===== src/rtl/add_serial_sched_pkg.sv =====
// Shared types and default sizing for the serial-adder scheduler.
package add_sched_pkg;
    localparam int DEF_NREQ = 4;
    localparam int DEF_W    = 8;
    localparam int DEF_LAT  = 9;

    typedef enum logic [2:0] {
        IDLE    = 3'd0,
        LAUNCH  = 3'd1,
        WAIT    = 3'd2,
        CAPTURE = 3'd3,
        GAP     = 3'd4
    } state_t;
endpackage


===== src/rtl/add_serial_sched_rr_pick.sv =====
// Combinational round-robin picker: first set req bit at or after ptr, wrapping.
module rr_pick
    import add_sched_pkg::*;
#(
    parameter int NREQ = DEF_NREQ
) (
    input  logic [NREQ-1:0]         req,
    input  logic [$clog2(NREQ)-1:0] ptr,
    output logic [NREQ-1:0]         grant,
    output logic [$clog2(NREQ)-1:0] idx,
    output logic                    any
);
    localparam int IW = $clog2(NREQ);

    logic [IW-1:0] pos;

    always_comb begin
        grant = '0;
        idx   = '0;
        any   = 1'b0;
        pos   = '0;
        for (int unsigned i = 0; i < NREQ; i++) begin
            pos = IW'((32'(ptr) + i) % NREQ);
            if (!any && req[pos]) begin
                grant[pos] = 1'b1;
                idx        = pos;
                any        = 1'b1;
            end
        end
    end
endmodule


===== src/rtl/add_serial_sched.sv =====
// Round-robin scheduler sharing one fixed-latency serial adder among NREQ requesters.
module add_serial_sched
    import add_sched_pkg::*;
#(
    parameter int NREQ = DEF_NREQ,
    parameter int W    = DEF_W,
    parameter int LAT  = DEF_LAT
) (
    input  logic              clk,
    input  logic              rst,
    input  logic [NREQ-1:0]   req,
    input  logic [NREQ*W-1:0] a_in,
    input  logic [NREQ*W-1:0] b_in,
    output logic [NREQ-1:0]   gnt,
    output logic [NREQ-1:0]   rsp_valid,
    output logic [W-1:0]      rsp_data,
    output logic              busy,
    output logic              add_en,
    output logic [W-1:0]      add_a,
    output logic [W-1:0]      add_b,
    input  logic [W-1:0]      add_out
);
    localparam int IW = $clog2(NREQ);
    localparam int CW = $clog2(LAT);

    state_t          state;
    logic [IW-1:0]   ptr;
    logic [IW-1:0]   winner;
    logic [CW-1:0]   cnt;

    logic [NREQ-1:0] pick_grant;
    logic [IW-1:0]   pick_idx;
    logic            pick_any;

    rr_pick #(.NREQ(NREQ)) u_pick (
        .req   (req),
        .ptr   (ptr),
        .grant (pick_grant),
        .idx   (pick_idx),
        .any   (pick_any)
    );

    always_ff @(posedge clk or posedge rst) begin
        if (rst) begin
            state     <= IDLE;
            ptr       <= '0;
            winner    <= '0;
            cnt       <= '0;
            gnt       <= '0;
            rsp_valid <= '0;
            rsp_data  <= '0;
            busy      <= 1'b0;
            add_en    <= 1'b0;
            add_a     <= '0;
            add_b     <= '0;
        end else begin
            // Pulsed outputs default low so each is high for exactly one cycle.
            gnt       <= '0;
            add_en    <= 1'b0;
            rsp_valid <= '0;
            case (state)
                IDLE: begin
                    if (pick_any) begin
                        winner <= pick_idx;
                        add_a  <= a_in[pick_idx*W +: W];
                        add_b  <= b_in[pick_idx*W +: W];
                        gnt    <= pick_grant;
                        add_en <= 1'b1;
                        busy   <= 1'b1;
                        state  <= LAUNCH;
                    end
                end
                LAUNCH: begin
                    cnt   <= '0;
                    state <= WAIT;
                end
                WAIT: begin
                    if (cnt == CW'(LAT - 2)) begin
                        state <= CAPTURE;
                    end else begin
                        cnt <= cnt + 1'b1;
                    end
                end
                CAPTURE: begin
                    rsp_data          <= add_out;
                    rsp_valid[winner] <= 1'b1;
                    ptr               <= (winner == IW'(NREQ - 1)) ? '0 : winner + 1'b1;
                    state             <= GAP;
                end
                GAP: begin
                    busy  <= 1'b0;
                    state <= IDLE;
                end
                default: state <= IDLE;
            endcase
        end
    end
endmodule


===== config.mk =====
export PLATFORM = sky130hd
export DESIGN_NAME = add_serial_sched
export DESIGN_NICKNAME = d
export VERILOG_FILES = /design/src/rtl/add_serial_sched_pkg.sv /design/src/rtl/add_serial_sched_rr_pick.sv /design/src/rtl/add_serial_sched.sv
export SDC_FILE = /design/constraint.sdc
export NUM_CORES = 1
export LEC_CHECK = 0
export ABC_CLOCK_PERIOD_IN_PS = 5240
export CORE_MARGIN = 3
export CORE_UTILIZATION = 46
export CTS_CLUSTER_DIAMETER = 100
export DETAILED_ROUTE_END_ITERATION = 7
export PLACE_DENSITY = 0.86
export SKIP_LAST_GASP = 1
export SYNTH_ARGS = -nofsm -noshare
export SYNTH_HDL_FRONTEND = slang
export SYNTH_HIERARCHICAL = 1
export SYNTH_SLANG_ARGS = --single-unit

===== constraint.sdc =====
create_clock -name clk -period 5.24 [get_ports clk]
set_input_delay 1.048 -clock clk [delete_from_list [all_inputs] [get_ports clk]]
set_output_delay 1.048 -clock clk [all_outputs]
set_load 0.01 [all_outputs]

Yosys cells after proc, flatten, opt, wreduce, memory -nomap -nowiden

Cells that the tools add are included.

Flip-flop bits (word level): 45
Output and inout port bits: 34
Input port bits: 78
Word-level logic and storage cells: 101

Magnitude comparators: 10
Mux-type cells: 43
Reductions and logical operators: 18
Bitwise operators: 3
$add $sub $neg: 5
Equal/unequal tests: 9
Shifts and indexed selects: 2

Operator list:

| kind                | number |
|---|---|
| $shiftx 32x6->8     | 2 |
| $mux 4              | 8 |
| $mux 1              | 16 |
| $lt 2x3->1 const B  | 5 |
| $or 4x4->4          | 3 |
| $pmux 3 s4          | 1 |
| $demux 1 s2         | 5 |
| $ge 2x1->1 const B  | 5 |
| $mux 2              | 5 |
| $bmux 1 s2          | 4 |
| $logic_and 1x1->1   | 8 |
| $pmux 4 s2          | 1 |
| $reduce_and 2->1    | 4 |
| $eq 3x2->1 const B  | 2 |
| $mux 3              | 2 |
| $ne 2x2->1 const B  | 3 |
| $add 2x1->2 const B | 2 |
| $add 2x2->2 const B | 2 |
| $add 4x1->4 const B | 1 |
| $eq 4x3->1 const B  | 1 |
| $reduce_bool 2->1   | 2 |
| $eq 3x1->1 const B  | 1 |
| $eq 3x3->1 const B  | 1 |
| $logic_not 1->1     | 3 |
| other kinds (3)     | 3 |

Longest topological paths before layout

Word-level depth: 14
Gate-level depth with buffers: 12
Gate-level depth less buffers: 8

Modules after synthesis

Netlist, hierarchy kept.

By module, submodules not included:

| module           | area each (sq um) | sequential area each (sq um) | instances | cells an instance |
|---|---|---|---|---|
| add_serial_sched | 2233.4            | 1126.1                       | 1         | 146 |
| rr_pick          | 421.7             | 0.0                          | 1         | 45 |

Worst setup path after synthesis

No wires, ideal clock.

Path type: input to register
From: in req[2]
To: reg add_b[7]
Path buffers: 3
Setup time: 0.125 ns
Data arrival time: 3.195 ns
Slack: 1.920 ns
Stages: 9
Data required time: 5.115 ns
Cells stage by stage: mux4_2 > buf_6 > nor4b_4 > nor2_1 > a32o_1 > clkbuf_2 > clkbuf_1 > mux4_2 > mux2_4

Word-level cells in the longest chain between the ends: 13
Elaborated cells between the ends (all ways): 24
Those cells by class: shift: 1; mux: 16; reduce/logical: 7

RTL lines:

| element                      | RTL line                       | source |
|---|---|---|
| start: declaration           | add_serial_sched.sv:11         | `input logic [NREQ-1:0] req,` |
| $bmux 1 s2                   | add_serial_sched_rr_pick.sv:24 | `if (!any && req[pos]) begin` |
| $mux 1 (not written as such) | add_serial_sched_rr_pick.sv:24 |  |
| $mux 1                       | add_serial_sched_rr_pick.sv:24 |  |
| $logic_not 1->1              | add_serial_sched_rr_pick.sv:24 |  |
| $logic_and 1x1->1            | add_serial_sched_rr_pick.sv:24 |  |
| $mux 1                       | add_serial_sched_rr_pick.sv:24 |  |
| $logic_not 1->1              | add_serial_sched_rr_pick.sv:24 |  |
| $logic_and 1x1->1            | add_serial_sched_rr_pick.sv:24 |  |
| $mux 1                       | add_serial_sched_rr_pick.sv:24 |  |
| $logic_not 1->1              | add_serial_sched_rr_pick.sv:24 |  |
| $logic_and 1x1->1            | add_serial_sched_rr_pick.sv:24 |  |
| $mux 2 *                     | add_serial_sched_rr_pick.sv:24 |  |
| via pick_idx[1]              | add_serial_sched.sv:32         | `logic [IW-1:0] pick_idx;` |
| $shiftx 32x6->8 *            | add_serial_sched.sv:66         | `add_b <= b_in[pick_idx*W +: W];` |
| end signal: assignment       | add_serial_sched.sv:66         |  |
| end: declaration             | add_serial_sched.sv:20         | `output logic [W-1:0] add_b,` |

Mark *: on every way through the listed nets, which the timed path passes. The rest lies on a longest branch. The select of a mux whose other input is x is not followed.
A chain may end at the register's enable or synchronous reset.

Worst setup path in the final report

From: in req[3]
To: reg add_b[4]

Same word-level chain as after synthesis.

==> results.py <==
metrics = {
    "run_status": {
        "status": "completed",
    },
    "worst_setup_path": {
        "end_kind": "flip-flop",
        "crit_family": "multiplexers",
        "crit_fanout": 17,
        "worst_ep_required_time_ns": 5.42,
        "path_common_cell": "mux4_2",
        "worst-setup-path-type": "in2reg",
        "max_stage_delay_ns": 0.73,
        "crit_path_start_kind": "primary input",
        "crit_chain": "clkdlybuf4s50_1, mux4_2, nor3_1, a32o_1, mux4_2, mux2_2",
        "critPathSlowestCell": "a32o_1",
        "cp.arrival_ns": 3.96,
        "path_buf_inv": 1,
    },
    "clock_tree": {
        "cts_buffers": 5,
        "htreeDepth": 2,
        "clockRootBuffer": "clkbuf_8",
        "clk_transition_reported_paths_ns": 0.08,
        "insertion_delay_ns": 0.29,
        "cts_resized": 0,
        "post-cts-setup-buffers": 0,
        "numClockSinks": 45,
        "cts_hold_buf": 0,
        "clk_path_buf_depth": 2,
        "tritoncts": "built",
    },
    "detailed_routing": {
        "vias_per_cell": 5.40,
        "drt_iter0_drc": 126,
        "drc": 0,
        "antenna_left": 0,
        "dr.pass1.iters": 4,
        "vias": 2002,
        "wl_mm": 5.66,
        "wl_per_cell_um": 15.3,
    },
    "global_routing": {
        "antenna_found_initial": 0,
        "grt_max_degree": 46,
        "grt_pass1_wl_mm": 9.11,
        "top_usage_layer": "met2",
        "gr-total-overflow": 0,
        "grt_pass1_vias": 1982,
        "gr-usage-met3": 0.0625,
        "met1_usage": 0.209,
        "gr-usage-met2": 0.313,
        "grt_util_all_layers": 0.178,
    },
    "timing": {
        "tightest_slew_ns": 0.912,
        "skew_ns": 0.00320,
        "slew_headroom": 0.389,
        "period_needed_ns": 3.78,
        "fmax_mhz": 264,
        "fin_setup_tns_ns": 0,
        "finalMaxSlewViolations": 0,
        "final-setup-viol-count": 0,
        "rsz0062_at_grt": "no",
        "hold_viol": 0,
        "worst_slack_ns": 1.46,
        "period_share": 0.722,
    },
    "hold_path": {
        "hold_path.class": "reg2reg",
    },
    "final_layout": {
        "insertedDiodeCount": 0,
        "final_nets": 386,
        "syn_to_final_growth_pct": 46.2,
        "layout_common_cells": "111 x clkdlybuf4s50_1, 45 x dfrtp_1, 26 x mux2_2, 11 x mux4_2, 10 x ha_1",
        "drive_gt1_frac": 0.184,
        "final_common_cell": "clkdlybuf4s50_1",
    },
    "yosys": {
        "synthTopCellsByArea": "dfrtp_1 42%, mux2_2 11%, mux4_2 9.3%",
        "ys_ff_latch": 45,
        "yosysSeqAreaShare": 0.424,
        "synth-main-ff-cell": "dfrtp_1",
        "synth_cell_types": 39,
        "synth-edff-count": 0,
        "yosys_warnings": 6,
        "synth_area_leader_cell": "dfrtp_1",
        "synth_area_um2": 2660,
        "async_flop_share": 1.00,
        "syn_nets": 279,
        "avgSynthCellArea_um2": 13.9,
        "syn_inst": 191,
        "yosys.area.top_type_share": 0.424,
    },
    "placement": {
        "dp_worst_setup_slack_ns": 1.14,
        "port-buffer-count": 111,
        "place_congestion": 0.796,
        "dp_hpwl_mm": 4.54,
    },
    "floorplanning": {
        "coreArea_um2": 5540,
        "die_w_um": 82.0,
        "start_util": 0.479,
        "fp-row-count": 27,
        "die-area_um2": 6720,
        "die_h_um": 82.0,
        "io_pins": 112,
    },
    "power": {
        "switching_share": 0.359,
        "p_switching_w": 0.000807,
        "totalPowerFinal_w": 0.00225,
        "cellPowerDensity_nw_per_um2": 580,
        "p_seq_frac": 0.284,
        "internal_power_w": 0.00144,
        "clkPwrFrac": 0.101,
        "p_leak_nw": 1.61,
        "combPwrFrac": 0.615,
        "ir_drop_mv": 0.279,
    },
    "job": {
        "maxCapViolCount": 0,
    },
}
## sequential cells by signal (all words and copies together), names as in the netlist
| register | cells |
|---|---|
| add_en | 1 |
| rsp_valid | 4 |
| ptr | 2 |
| state | 3 |
| busy | 1 |
| winner | 2 |
| rsp_data | 8 |
| add_a | 8 |
| cnt | 4 |
| add_b | 8 |
| gnt | 4 |
## per-layer routing
layer | vias to the layer above | wire length [um]
li1 | 948 | -
met5 | - | 0
met1 | 967 | 2100
met2 | 81 | 3010
met3 | 6 | 506
met4 | 0 | 42
## layout make-up
type	count	area [um2]
fill	422	1660
clock inverter	1	5.00
timing repair buffer	113	1130
multi-input combinational	125	1410
inverter	8	30.0
tap	72	90.1
clock buffer	7	96.3
sequential	45	1130
## metrics by stage
step	std cells	hold WS [ns]	cell area [um2]	utilization
5_1_grt	371	0.529	3880	0.701
3_3_place_gp	363	0.486	3780	0.682
2_1_floorplan	191	0.489	2660	-
6_report	371	0.509	3880	0.701
3_5_place_dp	363	0.495	3780	0.682
4_1_cts	371	0.513	3880	0.701
## logic make-up (layout without fill, tap and decap cells)
| group | count (synthesis) | count (layout) | synth area share |
|---|---|---|---|
| adders and majority gates | 10 | 10 | 0.0471 |
| DFF | 45 | 45 | 0.424 |
| xor gates and xnor gates | 1 | 1 | 0.00330 |
| AOI/OAI and AO/OA | 29 | 29 | 0.0745 |
| buffers and inverters | 21 | 129 | 0.0509 |
| muxes | 49 | 49 | 0.306 |
| and+or+nand+nor | 36 | 36 | 0.0942 |
## final timing paths
check / start / to / slack (ns) / cells after the start
max: req[3] / add_b[4] / 1.46 / 6
min: rsp_data[5] / rsp_data[5] / 0.51 / 1
max reg2reg: ptr[0] / add_a[1] / 1.68 / 9
min reg2reg: rsp_data[5] / rsp_data[5] / 0.51 / 1
max in group asynchronous: rst / ptr[0] / 3.40 / 2
min in group asynchronous: rst / rsp_data[2] / 1.28 / 2
## power groups by stage
stage,Combinational [W],Sequential (W),Clock [W]
2_1_floorplan,0.000982,0.000653,0
3_3_place_gp,0.00136,0.000636,0
3_5_place_dp,0.00140,0.000648,0
4_1_cts,0.00141,0.000641,0.000236
5_1_grt,0.00151,0.000667,0.000254
6_report,0.00138,0.000638,0.000228
## cells in the mapped netlist, types with 3 or more instances
cell      instances
a21oi_1           3
mux2_2           26
mux4_2           11
ha_1             10
and2_1            5
nor2_1            7
dfrtp_1          45
a22oi_1           9
and3_1            5
buf_6             7
clkbuf_1          3
o21ai_0           8
mux4_1            9
nand2_1           3
inv_1             8
Power figures use the tool's default switching activity.
